### config.mk
export PLATFORM = sky130hd
export DESIGN_NAME = uart_rx_cfg_flat
export DESIGN_NICKNAME = d
export VERILOG_FILES = /design/src/rtl/uart_rx_cfg_if.sv /design/src/rtl/uart_rx_cfg.sv /design/src/flat_wrapper.sv
export SDC_FILE = /design/constraint.sdc
export NUM_CORES = 1
export LEC_CHECK = 0
export BUFFER_PORTS_ARGS = -buffer_cell sky130_fd_sc_hd__clkbuf_2
export CORE_MARGIN = 4
export CORE_UTILIZATION = 63
export CTS_CLUSTER_DIAMETER = 150
export DETAILED_ROUTE_END_ITERATION = 7
export GPL_ROUTABILITY_DRIVEN = 0
export HOLD_SLACK_MARGIN = 0.06
export PLACE_DENSITY = 0.85
export SETUP_SLACK_MARGIN = 0.15
export SLEW_MARGIN = 30
export SYNTH_ARGS = -nofsm -noshare
export SYNTH_HDL_FRONTEND = slang
export SYNTH_SLANG_ARGS = --single-unit
### constraint.sdc
create_clock -name clk -period 3.5 [get_ports clk]
set_input_delay 0.7 -clock clk [delete_from_list [all_inputs] [get_ports clk]]
set_output_delay 0.7 -clock clk [all_outputs]
set_load 0.01 [all_outputs]
### src/rtl/uart_rx_cfg_if.sv
// Receive-side bundle of the configurable UART: serial line in, decoded word and status out.
// The receiver drives through master; the consumer (and the line source) use slave.
interface uart_rx_cfg_if #(
  parameter int DATA_BITS = 8
);
  logic                 rx;
  logic [DATA_BITS-1:0] data;
  logic                 valid;
  logic                 parity_err;
  logic                 frame_err;
  logic                 break_det;
  logic                 busy;

  modport master (
    input  rx,
    output data, valid, parity_err, frame_err, break_det, busy
  );

  modport slave (
    output rx,
    input  data, valid, parity_err, frame_err, break_det, busy
  );
endinterface

### src/rtl/uart_rx_cfg.sv
// Configurable UART receiver: 5..9 data bits, optional even/odd parity, 1 or 2 stop bits,
// 3-sample majority per bit, with parity, framing and break reporting.
module uart_rx_cfg #(
  parameter int CLK_FREQ  = 100_000_000,
  parameter int BAUD_RATE = 115200,
  parameter int DATA_BITS = 8,
  parameter int PARITY    = 0,
  parameter int STOP_BITS = 1
) (
  input  logic          clk,
  input  logic          rst,
  uart_rx_cfg_if.master bus
);
  localparam int BIT_TIME = CLK_FREQ / BAUD_RATE;
  localparam int HALF     = BIT_TIME / 2;
  localparam int CW       = $clog2(BIT_TIME);
  localparam int IW       = $clog2(DATA_BITS);

  localparam logic [CW-1:0] C_LAST = CW'(BIT_TIME - 1);
  localparam logic [CW-1:0] C_S0   = CW'(HALF - 1);
  localparam logic [CW-1:0] C_S1   = CW'(HALF);
  localparam logic [CW-1:0] C_DEC  = CW'(HALF + 1);
  localparam logic [IW-1:0] I_LAST = IW'(DATA_BITS - 1);
  localparam logic          ODD    = (PARITY == 2);
  localparam logic          TWO_SB = (STOP_BITS == 2);

  generate
    if (DATA_BITS < 5 || DATA_BITS > 9 || BIT_TIME < 8 || PARITY < 0 || PARITY > 2 ||
        (STOP_BITS != 1 && STOP_BITS != 2)) begin : g_param_check
      $error("uart_rx_cfg: illegal parameter combination");
    end
  endgenerate

  typedef enum logic [2:0] {
    S_IDLE,
    S_START,
    S_DATA,
    S_PARITY,
    S_STOP,
    S_WAIT_HIGH
  } state_t;

  state_t               r_state;
  logic                 r_sync1;
  logic                 r_sync2;
  logic [CW-1:0]        r_cnt;
  logic [IW-1:0]        r_idx;
  logic                 r_stop_idx;
  logic [1:0]           r_samp;
  logic [DATA_BITS-1:0] r_shift;
  logic                 r_perr;
  logic                 r_ferr;
  logic                 r_zero;
  logic [DATA_BITS-1:0] r_data;
  logic                 r_valid;
  logic                 r_perr_o;
  logic                 r_ferr_o;
  logic                 r_brk;
  logic                 r_busy;

  logic w_rx_s;
  logic w_maj;
  logic w_cnt_last;
  logic w_last_stop;
  logic w_ferr_now;
  logic w_zero_now;
  logic w_par_exp;

  assign w_rx_s      = r_sync2;
  // Third sample is the live synchronised line, so the vote resolves at cnt = HALF+1.
  assign w_maj       = (r_samp[0] & r_samp[1]) | (r_samp[0] & w_rx_s) | (r_samp[1] & w_rx_s);
  assign w_cnt_last  = (r_cnt == C_LAST);
  assign w_last_stop = !TWO_SB || r_stop_idx;
  assign w_ferr_now  = r_ferr | ~w_maj;
  assign w_zero_now  = r_zero & ~w_maj;
  assign w_par_exp   = (^r_shift) ^ ODD;

  always_ff @(posedge clk or posedge rst) begin
    if (rst) begin
      r_state    <= S_IDLE;
      r_sync1    <= 1'b1;
      r_sync2    <= 1'b1;
      r_cnt      <= '0;
      r_idx      <= '0;
      r_stop_idx <= 1'b0;
      r_samp     <= 2'b11;
      r_shift    <= '0;
      r_perr     <= 1'b0;
      r_ferr     <= 1'b0;
      r_zero     <= 1'b1;
      r_data     <= '0;
      r_valid    <= 1'b0;
      r_perr_o   <= 1'b0;
      r_ferr_o   <= 1'b0;
      r_brk      <= 1'b0;
      r_busy     <= 1'b0;
    end else begin
      r_sync1 <= bus.rx;
      r_sync2 <= r_sync1;
      r_valid <= 1'b0;
      if (r_cnt == C_S0) r_samp[0] <= w_rx_s;
      if (r_cnt == C_S1) r_samp[1] <= w_rx_s;

      case (r_state)
        S_IDLE: begin
          r_cnt <= '0;
          if (!w_rx_s) begin
            r_state <= S_START;
            r_busy  <= 1'b1;
          end
        end

        S_START: begin
          if (r_cnt == C_DEC && w_maj) begin
            r_state <= S_IDLE;
            r_busy  <= 1'b0;
            r_cnt   <= '0;
          end else if (w_cnt_last) begin
            r_state    <= S_DATA;
            r_cnt      <= '0;
            r_idx      <= '0;
            r_stop_idx <= 1'b0;
            r_perr     <= 1'b0;
            r_ferr     <= 1'b0;
            r_zero     <= 1'b1;
          end else begin
            r_cnt <= r_cnt + 1'b1;
          end
        end

        S_DATA: begin
          // Shift in from the top so the first (LSB) bit lands in bit 0 after the last one.
          if (r_cnt == C_DEC) begin
            r_shift <= {w_maj, r_shift[DATA_BITS-1:1]};
            if (w_maj) r_zero <= 1'b0;
          end
          if (w_cnt_last) begin
            r_cnt <= '0;
            if (r_idx == I_LAST) begin
              r_state <= (PARITY != 0) ? S_PARITY : S_STOP;
            end else begin
              r_idx <= r_idx + 1'b1;
            end
          end else begin
            r_cnt <= r_cnt + 1'b1;
          end
        end

        S_PARITY: begin
          if (r_cnt == C_DEC) begin
            if (w_maj != w_par_exp) r_perr <= 1'b1;
            if (w_maj) r_zero <= 1'b0;
          end
          if (w_cnt_last) begin
            r_state <= S_STOP;
            r_cnt   <= '0;
          end else begin
            r_cnt <= r_cnt + 1'b1;
          end
        end

        S_STOP: begin
          if (r_cnt == C_DEC && w_last_stop) begin
            // Leave at mid-bit so a start edge right after the stop bit is not missed.
            r_valid  <= 1'b1;
            r_data   <= r_shift;
            r_perr_o <= r_perr;
            r_ferr_o <= w_ferr_now;
            r_brk    <= w_zero_now;
            r_cnt    <= '0;
            if (w_ferr_now) begin
              r_state <= S_WAIT_HIGH;
            end else begin
              r_state <= S_IDLE;
              r_busy  <= 1'b0;
            end
          end else if (r_cnt == C_DEC) begin
            r_ferr <= w_ferr_now;
            r_zero <= w_zero_now;
            r_cnt  <= r_cnt + 1'b1;
          end else if (w_cnt_last) begin
            r_stop_idx <= 1'b1;
            r_cnt      <= '0;
          end else begin
            r_cnt <= r_cnt + 1'b1;
          end
        end

        S_WAIT_HIGH: begin
          r_cnt <= '0;
          if (w_rx_s) begin
            r_state <= S_IDLE;
            r_busy  <= 1'b0;
          end
        end

        default: begin
          r_state <= S_IDLE;
          r_busy  <= 1'b0;
          r_cnt   <= '0;
        end
      endcase
    end
  end

  assign bus.data       = r_data;
  assign bus.valid      = r_valid;
  assign bus.parity_err = r_perr_o;
  assign bus.frame_err  = r_ferr_o;
  assign bus.break_det  = r_brk;
  assign bus.busy       = r_busy;
endmodule
### src/flat_wrapper.sv
// flat-port wrapper written by rule: the top's interface ports become plain ports
module uart_rx_cfg_flat 
#(
  parameter int CLK_FREQ  = 100_000_000,
  parameter int BAUD_RATE = 115200,
  parameter int DATA_BITS = 8,
  parameter int PARITY    = 0,
  parameter int STOP_BITS = 1
)
  (clk, rst, bus_rx, bus_data, bus_valid, bus_parity_err, bus_frame_err, bus_break_det, bus_busy);
  uart_rx_cfg_if #(.DATA_BITS(DATA_BITS)) bus_i ();
  input  logic clk;
  input  logic rst;
  input wire logic [$bits(bus_i.rx)-1:0] bus_rx;
  output wire logic [$bits(bus_i.data)-1:0] bus_data;
  output wire logic [$bits(bus_i.valid)-1:0] bus_valid;
  output wire logic [$bits(bus_i.parity_err)-1:0] bus_parity_err;
  output wire logic [$bits(bus_i.frame_err)-1:0] bus_frame_err;
  output wire logic [$bits(bus_i.break_det)-1:0] bus_break_det;
  output wire logic [$bits(bus_i.busy)-1:0] bus_busy;
  assign bus_i.rx = bus_rx;
  assign bus_data = bus_i.data;
  assign bus_valid = bus_i.valid;
  assign bus_parity_err = bus_i.parity_err;
  assign bus_frame_err = bus_i.frame_err;
  assign bus_break_det = bus_i.break_det;
  assign bus_busy = bus_i.busy;
  uart_rx_cfg #(.CLK_FREQ(CLK_FREQ), .BAUD_RATE(BAUD_RATE), .DATA_BITS(DATA_BITS), .PARITY(PARITY), .STOP_BITS(STOP_BITS)) u_core (.clk(clk), .rst(rst), .bus(bus_i));
endmodule
==> flow_summary.yaml, run 1 <==
outcome:
  status: "finished, final reports clean"
timing:
  grt_setup_unrepaired: "no"
  fin_crit_sh: 0.609
  skew_ns: 0.00505
  max_freq_mhz: 469
  hold_viol_final: 0
  tns_ns: 0
  relSlewSlack: 0.601
  period_needed_ns: 2.13
  tightest_slew_ns: 0.598
  setup_viol_count_final: 0
  maxSlewViolCount: 0
setup_path:
  rr_endpoint: "u_core.bus.data[5]"
  cp-end-kind: "flip-flop"
  rr_startpoint: "u_core.r_cnt[0]"
  required_ns: 3.75
  cp-start-kind: "flip-flop"
  crit_type: "flip-flop to flip-flop"
  cp-endpoint: "u_core.bus.data[5]"
  reg2reg_slack_ns: 1.37
  crit_start: "u_core.r_cnt[0]"
  crit_fanout: 14
  arrival_ns: 2.38
  worst-r2r-cell-count: 5
cells_and_area:
  finish.instance_area_um2: 2340
  final_common_cell: "dfrtp_1"
  syn_to_final_growth_pct: 9.02
  fin_nets: 209
  drive_above_1_share: 0.282
  final_cell_mix: "dfrtp_1 (38), mux2_2 (15), clkbuf_2 (15)"
  nFillCells: 228
  final_cells: 246
  antenna_cells: 0
clock_network:
  cts_buffer_depth: 2
  cts_setup_buffers: 0
  h-tree-depth: 2
  clkTransAtPathRegs_ns: 0.12
  cts_resized: 0
  cts_tree: "done"
  cts_buffers: 5
  cts_root_buffer: "clkbuf_4"
  clkLatencyLatePin_ns: 0.36
  cts.sinks: 43
  hold_buffers: 0
synth:
  synth_cell_types: 46
  synthCells: 186
  synth-seq-cells: 43
  synth-simple-area-share: 0.158
  synth.avg_cell_area_um2: 11.6
  seq_area_frac_synth: 0.503
  synth_adder_area_share: 0.0343
  syn_area_um2: 2150
  synth_top_family_by_area: "simple AND/OR/NAND/NOR gates"
  yosys_warnings: 0
  synth_mux_area_frac: 0.118
  synthXorXnorAreaFrac: 0.0693
  postSynthNetCount: 194
  synth_compound_area_frac: 0.0803
grt:
  grt_pass1_vias: 1441
  track_usage: 0.210
  grt-ovfl-total: 0
  antenna_found_initial: 0
  grt_start_max_net_pins: 44
  grt_pass1_wl_um: 6870
die:
  die_x_um: 66.4
  die-area_um2: 4410
  start_util: 0.682
  rows: 20
  coreArea_um2: 3150
  die_y_um: 66.4
  boundaryPins: 16
routing:
  vias_per_cell: 5.75
  drc_errors: 0
  routed_wl_um: 3890
  ant_nets: 0
  drt-initial-drc-count: 126
  vias: 1415
  wire_per_inst_um: 15.8
  drt-pass1-iter-count: 4
power:
  vdd_drop_max_mv: 0.306
  power_density_nw_per_um2: 381
  p_leak_nw: 1.12
place:
  place_hpwl_um: 2660
  port_buffers: 15
  dp.cells: 238
  postPlaceCellArea_um2: 2240
flow_run:
  cap_violations: 0
min_path:
  hp-class: "flip-flop to flip-flop"
==> cell families after synthesis <==
group                      after synthesis
xor gates and xnor gates                17
DFF                                     43
muxes                                   21
buffers and inverters                   16
AOI/OAI and AO/OA                       25
adders and majority gates                6
and+or+nand+nor                         58
==> state kept, by name, summed over array words and instances (netlist names), 2 cells and up <==
| name | flops |
|---|---|
| u_core.r_samp | 2 |
| u_core.r_idx | 3 |
| u_core.r_cnt | 10 |
| u_core.r_state | 3 |
| u_core.bus.data | 8 |
| u_core.r_shift | 8 |
==> cells in the mapped netlist, drive strengths merged <==
library cell   n  area, um^2
dfrtp         38         951
mux2          20         244
nor2          14        52.6
xnor2         11        96.3
nand2          9        33.8
nand3          9        62.6
inv            8        30.0
o21ai          7        35.0
a21oi          6        33.8
xor2           6        52.6
dfstp          5         131
ha             5        62.6
nand2b         5        31.3
buf            4        32.5
clkbuf         4        16.3
and2           3        18.8
and3           3        18.8
and4           3        26.3
a22o           2        17.5
a311o          2        20.0
nand3b         2        15.0
nor2b          2        12.5
or2            2        15.0
a211oi         1        7.51
a21boi         1        7.51
a311oi         1        8.76
a31o           1        8.76
a31oi          1        6.26
and4bb         1        12.5
maj3           1        11.3
mux2i          1        10.0
nand4          1        6.26
nor3           1        5.00
nor3b          1        12.5
nor4           1        6.26
nor4bb         1        10.0
o2111a         1        11.3
o21bai         1        7.51
o22a           1        8.76
==> through the flow <==
step,power (W),setup slack [ns],utilization,hold WS [ns]
final,0.000892,1.37,0.743,0.365
after global routing,0.000924,1.21,0.743,0.373
after CTS,0.000900,1.39,0.743,0.367
after detailed placement,0.000522,1.42,0.710,0.349
after global placement,0.000521,1.52,0.710,0.348
after floorplan,0.000517,1.64,-,0.345
==> power by group <==
part / leakage (nW) / internal, W / total (W) / switching [W]
Combinational: 0.501 / 0.00000188 / 0.0000117 / 0.00000987
Sequential: 0.563 / 0.000499 / 0.000500 / 0.00000107
Clock: 0.0514 / 0.000222 / 0.000380 / 0.000158
Total: 1.12 / 0.000723 / 0.000892 / 0.000169
==> area by class of cell <==
type	count	area (um^2)	area share
inverter	8	30.0	0.0128
multi-input combinational	127	988	0.422
clock inverter	3	67.6	0.0288
tap	44	55.1	0.0235
timing repair buffer	16	82.6	0.0352
clock buffer	5	37.5	0.0160
sequential	43	1080	0.462
==> worst max-delay path: stages (launching register included) <==
cell	delay [ns]
dfrtp_1	0.46
ha_1	0.25
and4bb_2	0.28
and3_1	0.38
nand3_4	0.27
mux2_4	0.39
==> metal layers <==
metal	GRT usage	wire, um
met2	0.349	2020
met3	0.0459	163
met5	0	0
met4	0.0761	59
met1	0.267	1640
==> worst min path at each step <==
stage	to	slack, ns	startpoint	depth (start not counted)
floorplan	u_core.r_sync2	0.35	u_core.r_sync1	0
global placement	u_core.r_sync2	0.35	u_core.r_sync1	0
detailed placement	u_core.r_sync2	0.35	u_core.r_sync1	0
CTS	u_core.r_sync2	0.37	u_core.r_sync1	0
global route	u_core.r_sync2	0.37	u_core.r_sync1	0
finish	u_core.r_sync2	0.37	u_core.r_sync1	0
No activity file was read; power rests on OpenSTA's default activity.
==> run 2, diff against run 1 <==
--- a/config.mk
+++ b/config.mk
@@ -5,14 +5,15 @@
 export SDC_FILE = /design/constraint.sdc
 export NUM_CORES = 1
 export LEC_CHECK = 0
+export ABC_AREA = 1
 export BUFFER_PORTS_ARGS = -buffer_cell sky130_fd_sc_hd__clkbuf_2
 export CORE_MARGIN = 4
-export CORE_UTILIZATION = 63
+export CORE_UTILIZATION = 59
 export CTS_CLUSTER_DIAMETER = 150
 export DETAILED_ROUTE_END_ITERATION = 7
 export GPL_ROUTABILITY_DRIVEN = 0
 export HOLD_SLACK_MARGIN = 0.06
-export PLACE_DENSITY = 0.85
+export PLACE_DENSITY = 0.8
 export SETUP_SLACK_MARGIN = 0.15
 export SLEW_MARGIN = 30
 export SYNTH_ARGS = -nofsm -noshare
==> constraint.sdc (replaced) <==
create_clock -name clk -period 2.2 [get_ports clk]
set_input_delay 0.44 -clock clk [delete_from_list [all_inputs] [get_ports clk]]
set_output_delay 0.44 -clock clk [all_outputs]
set_load 0.01 [all_outputs]
==> run 2 against run 1 <==
Against the previous run: clock-buffer cell count stayed put; die area rose by 9.6%; maximum frequency up 24%; register-to-register slack worse by 0.89 ns; first-iteration DRC count down 15%; worst hold slack got worse by 0.15 ns.
==> flow_summary.yaml, run 2 <==
synth:
  synth_top_cell_by_area: "dfrtp_1"
  postSynthNetCount: 264
  synth-edff-count: 0
  seq_area_frac_synth: 0.485
  yosys_warnings: 0
  synth_top_area_frac: 0.426
  async_flop_share: 1.00
  synth_cell_types: 29
  syn_area_um2: 2230
  synth_area_leaders: "dfrtp_1 (43%), nand2_1 (11%), dfstp_2 (5.9%), inv_1 (5.4%), o21ai_2 (3.5%)"
  synthCells: 256
  yosysMostFrequentCell: "nand2_1"
  synth-seq-cells: 43
  synth.avg_cell_area_um2: 8.72
  synth_common_cells: "nand2_1 (66), dfrtp_1 (38), inv_1 (32)"
  synthFlopType: "dfrtp_1"
clock_network:
  cts_tree: "done"
  h-tree-depth: 2
  clkTransAtPathRegs_ns: 0.09
  cts_buffers: 5
  hold_buffers: 0
  cts_resized: 0
  cts_setup_buffers: 0
  cts_buffer_depth: 2
  clkLatencyLatePin_ns: 0.31
  cts.sinks: 43
  cts_root_buffer: "clkbuf_8"
cells_and_area:
  multiInputGateArea_um2: 986
  fin_nets: 284
  final_cell_mix: "nand2_1 (66), dfrtp_1 (38), inv_1 (32)"
  regArea_um2: 1080
  final_common_cell: "nand2_1"
  finish.instance_area_um2: 2480
  drive_above_1_share: 0.235
  antenna_cells: 0
  syn_to_final_growth_pct: 11.0
  largest_reg_flops: 10
  post-route-util: 0.677
  regMostFlops: "u_core.r_cnt"
  nFillCells: 288
timing:
  fin_crit_sh: 0.782
  skew_ns: 0.0162
  period_needed_ns: 1.72
  grt_setup_unrepaired: "no"
  relSlewSlack: 0.650
  setup_viol_count_final: 0
  max_freq_mhz: 582
  tns_ns: 0
  hold_viol_final: 0
  tightest_slew_ns: 0.526
  maxSlewViolCount: 0
min_path:
  hp-class: "input port to asynchronous set/reset pin"
die:
  die_y_um: 69.5
  rows: 22
  boundaryPins: 16
  die-area_um2: 4830
  coreArea_um2: 3660
  die_x_um: 69.5
  start_util: 0.610
routing:
  ant_nets: 0
  drt-initial-drc-count: 107
  drt-pass1-iter-count: 4
  drc_errors: 0
  vias: 1617
  vias_per_cell: 4.98
  routed_wl_um: 3910
  wire_per_inst_um: 12.0
place:
  postPlaceCellArea_um2: 2340
  port_buffers: 15
  place_hpwl_um: 2840
grt:
  track_usage: 0.183
  grt-ovfl-total: 0
  antenna_found_initial: 0
  grt_pass1_wl_um: 7010
  grt_pass1_vias: 1574
  grt_start_max_net_pins: 44
setup_path:
  crit_fanout: 20
  crit_type: "flip-flop to flip-flop"
  arrival_ns: 1.90
  cp-start-kind: "flip-flop"
  cp-end-kind: "flip-flop"
  required_ns: 2.39
power:
  vdd_drop_max_mv: 0.313
  p_leak_nw: 1.16
  power_density_nw_per_um2: 629
flow_run:
  cap_violations: 0
outcome:
  status: "finished, final reports clean"
## run 2: changes by cell type after synthesis, sizes merged, moves of 5 or more
cell	previous run	this run
inv	8	35
mux2	20	0
nand2	9	74
nand2b	5	0
nand3	9	16
nor2	14	22
nor3	1	14
o21ai	7	25
xnor2	11	4
## run 2: critical path, stage by stage (launching register included)
cell and delay, ns:
dfrtp_1 0.45, ha_1 0.25, nand2_2 0.09, nor2_4 0.16
nand2_1 0.09, nor2_2 0.15, inv_2 0.19, nand2_1 0.14
o21ai_2 0.06
## run 2: cell type report
cell class	count	share of cell area
repair buffers	16	0.0333
clock buffers	5	0.0278
well taps	48	0.0242
inverters	35	0.0530
clock inverters	3	0.0273
flip-flops and latches	43	0.437
multi-input cells	175	0.398
## run 2: cells by family (layout without fill, tap and decap cells)
logic type | Yosys count | count (layout) | synth area share
simple gates | 131 | 131 | 0.284
flops | 43 | 43 | 0.485
fa+ha+maj | 5 | 5 | 0.0280
buf+inv | 38 | 59 | 0.0740
compound gates | 29 | 29 | 0.0902
xor+xnor | 10 | 10 | 0.0392
## run 2: path summary, 6_finish.rpt
check	end	depth (start not counted)	start	slack, ns
hold / removal	u_core.bus.data[2]	3	rst	0.22
min in group clk	u_core.r_sync1	1	bus_rx	0.22
max in group asynchronous	u_core.r_sync2	3	rst	1.58
hold reg to reg	u_core.r_sync2	0	u_core.r_sync1	0.36
setup reg to reg	u_core.bus.data[7]	8	u_core.r_cnt[0]	0.48
setup / recovery	u_core.bus.data[7]	8	u_core.r_cnt[0]	0.48
## run 2: where the power goes
part | switching, W | leakage [nW] | internal (W) | total, W
logic | 0.0000186 | 0.530 | 0.00000373 | 0.0000223
clock network | 0.000289 | 0.0644 | 0.000453 | 0.000742
registers | 0.000000666 | 0.563 | 0.000793 | 0.000794
## run 2: metal layers
layer / up-vias / track usage / wire length [um]
met4: 0 / 0.0759 / 79
li1: 848 / - / -
met3: 6 / 0.0493 / 133
met1: 741 / 0.228 / 1810
met5: - / 0 / 0
met2: 22 / 0.300 / 1890
## run 2: stage by stage
stage / hold WS [ns] / power (W) / setup slack, ns / cells
after floorplan: 0.345 / 0.000825 / 0.745 / 256
after global placement: 0.347 / 0.000832 / 0.558 / 317
after detailed placement: 0.351 / 0.000833 / 0.502 / 317
after CTS: 0.209 / 0.00157 / 0.457 / 325
after global routing: 0.209 / 0.00161 / 0.336 / 325
final: 0.216 / 0.00156 / 0.481 / 325
==> run 3, diff against run 2 <==
--- a/config.mk
+++ b/config.mk
@@ -8,12 +8,12 @@
 export ABC_AREA = 1
 export BUFFER_PORTS_ARGS = -buffer_cell sky130_fd_sc_hd__clkbuf_2
 export CORE_MARGIN = 4
-export CORE_UTILIZATION = 59
+export CORE_UTILIZATION = 54
 export CTS_CLUSTER_DIAMETER = 150
 export DETAILED_ROUTE_END_ITERATION = 7
 export GPL_ROUTABILITY_DRIVEN = 0
 export HOLD_SLACK_MARGIN = 0.06
-export PLACE_DENSITY = 0.8
+export PLACE_DENSITY = 0.77
 export SETUP_SLACK_MARGIN = 0.15
 export SLEW_MARGIN = 30
 export SYNTH_ARGS = -nofsm -noshare
==> constraint.sdc (replaced) <==
create_clock -name clk -period 1.5 [get_ports clk]
set_input_delay 0.3 -clock clk [delete_from_list [all_inputs] [get_ports clk]]
set_output_delay 0.3 -clock clk [all_outputs]
set_load 0.01 [all_outputs]
==> run 3 against run 2 <==
Against the previous run: cell area grew 13%; setup slack lost 0.45 ns; die area grew 8.2%; non-clock buffer count grew 22; worst hold slack lost 0.14 ns; cell count grew 8.0%; power grew 27%; critical path type unchanged.
==> flow_summary.yaml, run 3 (synthesis gave the netlist of run 2 again) <==
cells_and_area:
  syn_to_final_growth_pct: 25.7
  drive_above_1_share: 0.389
  largest_reg_flops: 10
  nFillCells: 286
  regMostFlops: "u_core.r_cnt"
  fin_nets: 308
  final_common_cell: "nand2_1"
  antenna_cells: 0
  final_cell_mix: "nand2_1 (52), dfrtp_1 (37), inv_1 (27)"
flow_run:
  cap_violations: 0
grt:
  track_usage: 0.193
  grt_pass1_wl_um: 7760
  grt_start_max_net_pins: 44
  grt-ovfl-total: 0
  grt_pass1_vias: 1754
  antenna_found_initial: 0
routing:
  vias_per_cell: 5.13
  drt-initial-drc-count: 88
  vias: 1802
  drc_errors: 0
  routed_wl_um: 4660
  drt-pass1-iter-count: 4
  ant_nets: 0
  wire_per_inst_um: 13.3
clock_network:
  cts_buffer_depth: 2
  clkLatencyLatePin_ns: 0.30
  cts.sinks: 43
  cts_root_buffer: "clkbuf_8"
  cts_tree: "done"
  h-tree-depth: 2
  clkTransAtPathRegs_ns: 0.08
  cts_buffers: 5
die:
  die-area_um2: 5230
  boundaryPins: 16
  die_y_um: 72.3
  die_x_um: 72.3
  rows: 23
  coreArea_um2: 4000
  start_util: 0.558
setup_path:
  required_ns: 1.69
  cpPeakStageDelay_ns: 0.41
  arrival_ns: 1.66
  cp-start-kind: "flip-flop"
  cp_common_cell: "nand2_4"
  crit_fanout: 3
  crit_type: "flip-flop to flip-flop"
  cp-end-kind: "flip-flop"
  path_cells: "ha_4, nand2_4, nor2_4, nand3_2, nand2_2, nand2_4, nand2_4, nand2_2, nand2_1, nand2_1"
  cp_slowest_cell: "dfrtp_1"
timing:
  skew_ns: 0.00678
  fin_hold_ws_ns: 0.0745
  period_needed_ns: 1.46
  grt_setup_unrepaired: "yes"
  hold_viol_final: 0
  setup_viol_count_final: 0
  fin_crit_sh: 0.976
  max_freq_mhz: 683
  timing.final.ws_setup_ns: 0.0357
  relSlewSlack: 0.826
  tightest_slew_ns: 0.259
  maxSlewViolCount: 0
power:
  switching_share: 0.217
  p_switching_w: 0.000427
  p_comb_frac: 0.022
  p_int_w: 0.00155
  power_density_nw_per_um2: 703
  p_leak_nw: 1.27
  vdd_drop_max_mv: 0.357
  seqPwrFrac: 0.590
  pwr-share-clk: 0.388
place:
  place_hpwl_um: 3050
  place_worst_setup_slack_ns: -0.0102
  port_buffers: 15
outcome:
  status: "finished, final reports clean"
min_path:
  hp-class: "input port to flip-flop"
-- run 3: cell count changes in the layout (fill, tap and decap cells not counted), moves of 3 or more --
cell | previous run | this run
buf_4 | 1 | 19
inv_1 | 32 | 27
nand2_1 | 66 | 52
nand2_2 | 8 | 16
nand2_4 | 0 | 6
nor2_1 | 13 | 9
nor2_4 | 4 | 7
nor3_1 | 13 | 9
nor3_2 | 1 | 5
o21ai_0 | 9 | 5
o21ai_1 | 7 | 10
-- run 3: layer usage --
layer / routed length, um / global-route usage / vias up / part of all wire
met2: 2340 / 0.320 / 38 / 0.50
li1: - / - / 899 / -
met5: 0 / 0 / - / 0
met1: 2010 / 0.238 / 855 / 0.43
met3: 196 / 0.0457 / 10 / 0.042
met4: 101 / 0.0877 / 0 / 0.022
-- run 3: worst paths after layout --
kind	from	end	slack, ns	cells past startpoint
worst max-delay path	u_core.r_cnt[1]	u_core.r_state[1]	0.04	10
worst min-delay path	bus_rx	u_core.r_sync1	0.07	1
worst max register to register	u_core.r_cnt[1]	u_core.r_state[1]	0.04	10
worst min register to register	u_core.r_sync1	u_core.r_sync2	0.36	0
max in group asynchronous	rst	u_core.r_zero	0.68	4
min in group asynchronous	rst	u_core.bus.data[0]	0.55	4
-- run 3: power groups by stage --
stage          clock network [W]  logic [W]  registers, W
2_1_floorplan                  0  0.0000234       0.00119
3_3_place_gp                   0  0.0000404       0.00119
3_5_place_dp                   0  0.0000405       0.00119
4_1_cts                 0.000779  0.0000446       0.00116
5_1_grt                 0.000821  0.0000492       0.00117
6_report                0.000767  0.0000425       0.00116
-- run 3: repair_timing --
action / in CTS / in global routing
gates resized for setup: 21 / 18
endpoints found under the hold margin: 38 / 0
setup buffers: 5 / 0
pin swaps: 12 / 10
gates cloned: 2 / 0
endpoints found under the setup margin: 38 / 38
hold buffers: 1 / 0
-- run 3: cell type report --
| type | instances | area, um^2 | area share |
|---|---|---|---|
| multi-input cells | 177 | 1150 | 0.409 |
| flip-flops and latches | 43 | 1080 | 0.386 |
| repair buffers | 38 | 279 | 0.0994 |
| inverters | 35 | 141 | 0.0504 |
| clock buffers | 7 | 86.3 | 0.0308 |
| well taps | 50 | 62.6 | 0.0223 |
| clock inverters | 1 | 5.00 | 0.00178 |
-- run 3: metrics by stage --
step	util	setup TNS, ns	cell area, um^2	cells	total power, W
2_1_floorplan	-	0	2270	256	0.00121
3_3_place_gp	0.632	0	2530	335	0.00123
3_5_place_dp	0.632	-0.0108	2530	335	0.00123
4_1_cts	0.687	0	2750	351	0.00199
5_1_grt	0.702	-0.509	2810	351	0.00204
6_report	0.702	0	2810	351	0.00197
-- run 3: critical path: cells and delay by family, from the launching register on --
family | cells | cell delay (ns)
and+or+nand+nor | 9 | 0.76
DFF | 1 | 0.41
adders and majority gates | 1 | 0.19
